**config.mk**
```make
export PLATFORM = sky130hd
export DESIGN_NAME = instr_prefetch_buffer
export DESIGN_NICKNAME = d
export VERILOG_FILES = /design/src/rtl/fetch_pkg.sv /design/src/rtl/fetch_fifo.sv /design/src/rtl/instr_prefetch_buffer.sv
export SDC_FILE = /design/constraint.sdc
export NUM_CORES = 1
export LEC_CHECK = 0
export BUFFER_PORTS_ARGS = -buffer_cell sky130_fd_sc_hd__buf_4
export CORE_UTILIZATION = 45
export DETAILED_ROUTE_END_ITERATION = 6
export GPL_TIMING_DRIVEN = 0
export HOLD_SLACK_MARGIN = 0.1
export PLACE_DENSITY = 0.61
export SYNTH_ARGS = -nofsm -noshare
export SYNTH_HDL_FRONTEND = slang
export SYNTH_SLANG_ARGS = --single-unit
```
**constraint.sdc**
```tcl
create_clock -name clk -period 4.2 [get_ports clk]
set_clock_uncertainty 0.1 [all_clocks]
set_input_delay 0.21 -clock clk [delete_from_list [all_inputs] [get_ports clk]]
set_output_delay 0.21 -clock clk [all_outputs]
set_load 0.01 [all_outputs]
```
**src/rtl/fetch_pkg.sv**
```systemverilog
// rtl/fetch_pkg.sv - shared fetch-side constants and types
// Purpose: constants and the queue entry type shared by the prefetch buffer and its FIFO.
// Ports: none (package).
package fetch_pkg;
  localparam int XLEN = 32;
  localparam int PC_STEP = 4;
  localparam logic [31:0] NOP_INSTR = 32'h00000013;  // addi x0,x0,0

  typedef struct packed {
    logic [XLEN-1:0] pc;
    logic [XLEN-1:0] instr;
  } fetch_entry_t;
endpackage

```
**src/rtl/fetch_fifo.sv**
```systemverilog
// rtl/fetch_fifo.sv - prefetch queue storage with push/pop/flush
// Purpose: DEPTH-entry circular queue; flush empties it in one cycle.
// Ports: clk, reset (sync, active-high), flush, push, pop, wdata in;
//        rdata (head entry, combinational), count (entries held) out.
module fetch_fifo #(
  parameter int DEPTH = 4,
  parameter int W     = 64
) (
  input  logic                     clk,
  input  logic                     reset,
  input  logic                     flush,
  input  logic                     push,
  input  logic                     pop,
  input  logic [W-1:0]             wdata,
  output logic [W-1:0]             rdata,
  output logic [$clog2(DEPTH):0]   count
);
  localparam int PW = $clog2(DEPTH);
  localparam int CW = PW + 1;

  logic [W-1:0]  mem [DEPTH];
  logic [PW-1:0] rd_ptr;
  logic [PW-1:0] wr_ptr;

  assign rdata = mem[rd_ptr];

  // Storage carries no reset; count alone decides which entries are live.
  // A push into a full queue lands on rd_ptr, which is safe because the
  // caller only allows that together with a pop of the same entry.
  always_ff @(posedge clk) begin
    if (push) mem[wr_ptr] <= wdata;
  end

  always_ff @(posedge clk) begin
    if (reset || flush) begin
      rd_ptr <= '0;
      wr_ptr <= '0;
      count  <= '0;
    end else begin
      if (push) wr_ptr <= wr_ptr + PW'(1);
      if (pop)  rd_ptr <= rd_ptr + PW'(1);
      count <= count + CW'(push) - CW'(pop);
    end
  end
endmodule

```
**src/rtl/instr_prefetch_buffer.sv**
```systemverilog
// rtl/instr_prefetch_buffer.sv - sequential instruction prefetch queue for the IF stage
// Purpose: drives sequential PCs to a combinational instruction memory, queues
//          {pc, instr} pairs and presents the head to the core with valid/ready;
//          any redirect flushes the queue and restarts fetch at redirect_pc.
// Ports: clk, reset (sync, active-high); imem_addr out / imem_data in;
//        fetch_en, redirect_valid, redirect_pc, instr_ready in;
//        instr_valid, instr, instr_pc, occupancy out.
module instr_prefetch_buffer #(
  parameter int              DEPTH    = 4,
  parameter int              XLEN     = 32,
  parameter logic [XLEN-1:0] RESET_PC = '0
) (
  input  logic                   clk,
  input  logic                   reset,
  output logic [XLEN-1:0]        imem_addr,
  input  logic [XLEN-1:0]        imem_data,
  input  logic                   fetch_en,
  input  logic                   redirect_valid,
  input  logic [XLEN-1:0]        redirect_pc,
  input  logic                   instr_ready,
  output logic                   instr_valid,
  output logic [XLEN-1:0]        instr,
  output logic [XLEN-1:0]        instr_pc,
  output logic [$clog2(DEPTH):0] occupancy
);
  import fetch_pkg::*;

  localparam int CW = $clog2(DEPTH) + 1;

  logic [XLEN-1:0]   fetch_pc;
  logic [2*XLEN-1:0] head;
  logic [CW-1:0]     count;
  logic              full;
  logic              push;
  logic              pop;

  assign instr_valid = (count != '0);
  assign full        = (count == CW'(DEPTH));

  // A redirect suppresses both sides: the queue content is stale anyway.
  assign pop  = instr_valid & instr_ready & ~redirect_valid;
  assign push = fetch_en & ~redirect_valid & (~full | pop);

  fetch_fifo #(
    .DEPTH (DEPTH),
    .W     (2 * XLEN)
  ) u_fifo (
    .clk   (clk),
    .reset (reset),
    .flush (redirect_valid),
    .push  (push),
    .pop   (pop),
    .wdata ({fetch_pc, imem_data}),
    .rdata (head),
    .count (count)
  );

  // Address arithmetic wraps modulo 2^XLEN by construction.
  always_ff @(posedge clk) begin
    if (reset)               fetch_pc <= RESET_PC;
    else if (redirect_valid) fetch_pc <= redirect_pc;
    else if (push)           fetch_pc <= fetch_pc + XLEN'(PC_STEP);
  end

  assign imem_addr = fetch_pc;
  assign occupancy = count;
  assign instr     = instr_valid ? head[XLEN-1:0] : XLEN'(NOP_INSTR);
  assign instr_pc  = instr_valid ? head[2*XLEN-1:XLEN] : '0;
endmodule

```
After elaboration in Yosys (flattened, before gate mapping)

Memory sizes are Yosys's and may differ from the RTL's. A register that Yosys moved wholly into a read port is not among the register bits.
Cells that the tools add are included.

Add/subtract/negate cells: 5
Eq/ne operators: 1
Muxes and demuxes: 8
Bitwise gates (word level): 7
Reductions and logical operators: 3

Operators by type and width:

| kind                                                             | count |
|---|---|
| 32-bit 2-to-1 mux                                                | 4 |
| 32-bit by 3-bit adder with 32-bit output (second input constant) | 1 |
| 2-bit by 1-bit adder with 2-bit output (second input constant)   | 2 |
| 1-bit bitwise AND                                                | 4 |
| 2-bit 2-to-1 mux                                                 | 2 |
| 3-bit by 1-bit adder with 3-bit output                           | 1 |
| 3-bit == test (second input constant)                            | 1 |
| 3-bit nonzero test                                               | 1 |
| 3-bit by 1-bit subtractor with 3-bit output                      | 1 |
| 1-bit 2-to-1 mux                                                 | 2 |
| 1-bit inverter                                                   | 2 |
| 2-bit nonzero test                                               | 1 |
| 1-bit logical OR                                                 | 1 |
| 1-bit bitwise OR                                                 | 1 |

Register bits: 39
Bits in writable memories: 256
Input port bits: 69
Output and inout port bits: 100
Word-level logic and storage cells: 29
Memories kept: 1

Memories:

| memory     | depth | bits a word | read ports | clocked after Yosys merged registers in | write ports | line             | text |
|---|---|---|---|---|---|---|---|
| u_fifo.mem | 4     | 64          | 1          | 1                                       | 1           | fetch_fifo.sv:21 | `logic [W-1:0] mem [DEPTH];` |

Longest topological paths before layout

Depth after elaboration: 7
Gate-level depth with buffers: 11
Depth with buffers taken out: 11

Hierarchy

From an unflattened synthesis, not the netlist that was laid out.

Cell total of the unflattened synthesis: 670
Area total of the unflattened synthesis: 12,000.3 um^2

By module, submodules not included:

| module                | instances | cells an instance | area each (um^2) | sequential area each (um^2) |
|---|---|---|---|---|
| fetch_fifo            | 1         | 378               | 9,750.6          | 7,867.5 |
| instr_prefetch_buffer | 1         | 292               | 2,249.7          | 640.6 |

Worst setup path after synthesis

Ideal clock, no wire load.

Path type: flip-flop to flip-flop
From: reg u_fifo.count[1]
To: mem u_fifo.mem[0][0] (enable)
Setup time: 429 ps
Data arrival time: 2,685 ps
Data required time: 3,671 ps
Setup slack: 986 ps
Stages on the path, launching flop included: 6
Path buffers: 1
Period minus slack after synthesis: 3,214 ps
Cell sequence: dfxtp_1 -> or4b_1 -> buf_6 -> nand2_2 -> nor2_1 -> and2_1

Word-level cells in the longest chain between the ends: 7
Elaborated cells between the ends (all ways): 9
Classes of those cells: 1 x eq/ne; 2 x mux; 5 x bitwise; 1 x reduce/logical

Ends and longest elaborated chain:

| what                                       | line                        | text |
|---|---|---|
| start, declared                            | fetch_fifo.sv:16            | `output logic [$clog2(DEPTH):0] count` |
| start signal, assigned                     | fetch_fifo.sv:42            | `count <= count + CW'(push) - CW'(pop);` |
| 3-bit nonzero test                         | instr_prefetch_buffer.sv:37 | `assign instr_valid = (count != '0);` |
| 1-bit bitwise AND (2 in a row)             | instr_prefetch_buffer.sv:41 | `assign pop = instr_valid & instr_ready & ~redirect_valid;` |
| 1-bit bitwise OR (*)                       | instr_prefetch_buffer.sv:42 | `assign push = fetch_en & ~redirect_valid & (~full \| pop);` |
| 1-bit bitwise AND (*)                      | instr_prefetch_buffer.sv:42 |  |
| via push                                   | instr_prefetch_buffer.sv:34 | `logic push;` |
| 1-bit 2-to-1 mux (*)                       | fetch_fifo.sv:31            | `if (push) mem[wr_ptr] <= wdata;` |
| 1-bit 2-to-1 mux (not written as such) (*) | fetch_fifo.sv:31            |  |
| end, declared                              | fetch_fifo.sv:21            |  |

The timed path passes the listed nets; every way through them passes the cells marked *.

Worst setup path in the final report

From: reg u_fifo.count[1]
To: reg u_fifo.count[2]

Word-level cells in the longest chain between the ends: 7
Elaborated cells between the ends (all ways): 9
Classes of those cells: 2 x add/sub; 1 x eq/ne; 5 x bitwise; 1 x reduce/logical

Ends and longest elaborated chain:

| what                                            | line                        | text |
|---|---|---|
| 3-bit nonzero test (*)                          | instr_prefetch_buffer.sv:37 |  |
| 1-bit bitwise AND (*) (2 in a row)              | instr_prefetch_buffer.sv:41 |  |
| via pop                                         | instr_prefetch_buffer.sv:35 | `logic pop;` |
| 1-bit bitwise OR                                | instr_prefetch_buffer.sv:42 |  |
| 1-bit bitwise AND                               | instr_prefetch_buffer.sv:42 |  |
| 3-bit by 1-bit adder with 3-bit output          | fetch_fifo.sv:42            |  |
| 3-bit by 1-bit subtractor with 3-bit output (*) | fetch_fifo.sv:42            |  |

Marked as above.
A chain may end at the register's enable or synchronous reset.

==> metrics.yaml <==
hold_path:
  hold_path_class: "in2reg"
sta:
  hold_ws_ns: 0.304
  final_hold_viol_count: 0
  post-route-min-period_ns: 3.18
  timing.final.ws_setup_ns: 1.02
  fin_crit_sh_pct: 75.8
  setup_viol: 0
  maxSlewViolCount: 0
  fmax_mhz: 314
  rsz0062_at_grt: "no"
  slew_headroom_pct: 40.7
  fin_setup_tns_ns: 0
  worstMarginPinSlew_ns: 0.887
global_route:
  grt_max_degree: 55
  grt_use_total_pct: 21.0
  grt_pass1_vias: 7592
  grt_overflow_total: 0
  antenna_found_initial: 0
  grt_pass1_wl_mm: 44.0
cts:
  clk_path_buf_depth: 3
  tritoncts: "yes"
  clock_sinks: 297
  post_cts_buffers: 0
  clock_latency_ns: 0.55
  path_clk_slew_ns: 0.06
  cts_max_level: 1
  cts_buffers: 30
  root_buffer: "clkbuf_16"
floorplan:
  die_w_um: 166
  coreArea_mm2: 0.0262
  num_rows: 59
  pin_count: 169
  initial_utilization_pct: 46.2
  die_height_um: 166
  dieArea_mm2: 0.0276
yosys:
  synth_top_family_by_area: "multiplexers"
  synthTopCellsByArea: "edfxtp_1, mux4_2, dfxtp_1"
  async_flop_share_pct: 0
  synth_cell_type_count: 53
  synthXorXnorAreaFrac_pct: 0.940
  synth_ff_type: "edfxtp_1"
  yosys.area.top_type_share_pct: 63.4
  synth.ff_latch_count: 297
  avgSynthCellArea_um2: 17.3
  synthCells: 699
  yosysSeqAreaShare_pct: 70.2
  synthSimpleGateAreaFrac_pct: 9.74
  synth_compound_area_share_pct: 3.68
  ys.warnings.count: 0
  synth_edf_count: 256
  synth_area_mm2: 0.0121
  syn_nets: 776
  synth_adder_area_share_pct: 0.888
  synth_top_cell_by_area: "edfxtp_1"
  synth_mux_area_share_pct: 12.1
run_status:
  status: "complete, but fails checks"
  violations: "design-rule violations"
worst_setup_path:
  crit_arrival_ns: 3.50
  start_kind: "register"
  worstSetupPathType: "reg2reg"
  cp.required_ns: 4.52
  cp-end-kind: "register"
  crit_fanout: 10
layout:
  ff_latch_area_mm2: 0.00851
  n_fill_cell: 2002
  diodes: 0
  nets: 1049
  area_growth_pct: 28.1
  layout-drive-gt1-share_pct: 31.1
  instances_no_fill: 1331
  multi_input_area_mm2: 0.00332
drt:
  avgViaCountPerCell: 5.55
  via_count: 7386
  wire_per_inst_um: 21.5
  drtIter0Drc: 590
  wl_mm: 28.7
  detail-route-antenna-nets: 0
  drcViolationCount: 14
  firstDrtPassIters: 7
pwr:
  p_leak_uw: 0.00547
  total_power_uw: 6290
  p_per_area_mw_per_mm2: 405
  ir_worst_vdd_uv: 278
place:
  dp_hpwl_mm: 18.9
  gp_congestion: 0.840
  io_buffers: 166
  dp_worst_setup_slack_ns: 1.02
  place_inst: 1204
job:
  cap_violations: 0
## cell type report
type	instances	area share [%]
repair buffers	241	13.3
plain buffers	41	1.59
clock inverters	17	0.782
clock buffers	39	5.12
well taps	335	2.70
multi-input cells	346	21.4
inverters	15	0.363
flip-flops and latches	297	54.8
## where the power goes
group	switching, µW	total [µW]	leakage (µW)	internal [µW]
clock	1070	2470	0.000451	1390
sequential	72.9	3360	0.00268	3280
combinational	220	467	0.00234	247
total	1370	6290	0.00547	4920
## metrics by stage
step / instance area (µm²) / utilization (%)
after global routing: 15500 / 59.2
after detailed placement: 13900 / 53.0
after global placement: 13800 / 52.6
after CTS: 15500 / 59.2
final: 15500 / 59.2
after floorplan: 12100 / -
## cells in the mapped netlist, types with 2 or more instances
cell type	n
nor4_1	3
or2_2	3
dfxtp_1	41
xor2_1	6
edfxtp_1	256
and3_1	7
mux4_2	64
mux2i_1	2
ha_1	7
o211ai_1	8
a2111oi_0	2
o311a_1	2
buf_2	12
nand2_1	16
o31ai_1	7
clkbuf_1	18
inv_1	15
a311oi_1	13
nand4_1	12
a21oi_1	5
or3_1	3
buf_6	4
and2_1	70
o21ai_0	5
a211oi_1	7
or4_1	11
or4b_1	4
nor3_1	4
nand3_1	13
nor2_1	38
and4_1	7
xnor2_1	7
clkbuf_8	3
a31oi_1	5
## worst paths after layout
check	start	end	slack, ns	cells after the start
max	u_fifo.count[1]$_SDFF_PP0_	u_fifo.count[2]$_SDFF_PP0_	1.02	11
min	imem_data[17]	u_fifo.mem[0][17]$_DFFE_PP_	0.30	2
min reg2reg	u_fifo.wr_ptr[1]$_SDFFE_PP0P_	u_fifo.wr_ptr[1]$_SDFFE_PP0P_	0.42	2
max reg2reg	u_fifo.count[1]$_SDFF_PP0_	u_fifo.count[2]$_SDFF_PP0_	1.02	11
## per-layer routing
| metal | vias to the layer above | track usage [%] | share of wire, % |
|---|---|---|---|
| met3 | 41 | 3.67 | 6.4 |
| met4 | 0 | 5.44 | 2.0 |
| met2 | 283 | 35.3 | 49 |
| li1 | 3340 | - | - |
| met5 | - | 0 | 0 |
| met1 | 3722 | 28.3 | 43 |
## cells in the final DEF, fill, tap and decap left out, types with 4 or more instances in the layout
master           n
a211oi_1         7
a21oi_1          5
a311oi_1        13
a31oi_1          5
and2_1          66
and2_4           4
and3_1           7
and4_1           7
buf_2           12
buf_4          166
buf_6            4
clkbuf_1        26
clkbuf_16       30
clkbuf_8         4
clkinv_1         5
clkinv_2         8
dfxtp_1         41
dlygate4sd3_1   71
edfxtp_1       256
ha_1             7
inv_1           15
mux4_2          64
nand2_1         16
nand3_1         13
nand4_1         12
nor2_1          38
nor3_1           4
o211ai_1         8
o21ai_0          5
o31ai_1          7
or4_1           11
or4b_1           4
xnor2_1          7
xor2_1           6
## logic make-up after synthesis
| kind of cell | after synthesis |
|---|---|
| mux | 66 |
| xor+xnor | 13 |
| compound gates | 59 |
| simple gates | 200 |
| flops | 297 |
| buf+inv | 56 |
| fa+ha+maj | 8 |
## registers in the layout (all words and copies together), names as in the netlist, named ones only
| name | flops |
|---|---|
| u_fifo.count | 3 |
| imem_addr | 32 |
| u_fifo.rd_ptr | 2 |
| u_fifo.mem | 256 |
| u_fifo.wr_ptr | 2 |
## worst max-delay path, stage by stage (launching register included)
cell and delay (ns):
dfxtp_1 0.40, nor3_1 0.53, inv_1 0.42, and3_1 0.34, ha_1 0.28, inv_1 0.06, ha_1 0.13, inv_1 0.05
fa_1 0.37, xor2_1 0.16, xnor2_1 0.15, nor2_1 0.05
## what timing repair did
action | 4_1_cts | 5_1_grt
hold endpoints to repair | 166 | 0
gates resized for setup | 0 | 0
hold buffers | 71 | 0
Note: power is estimated with default switching activity, not from simulation.
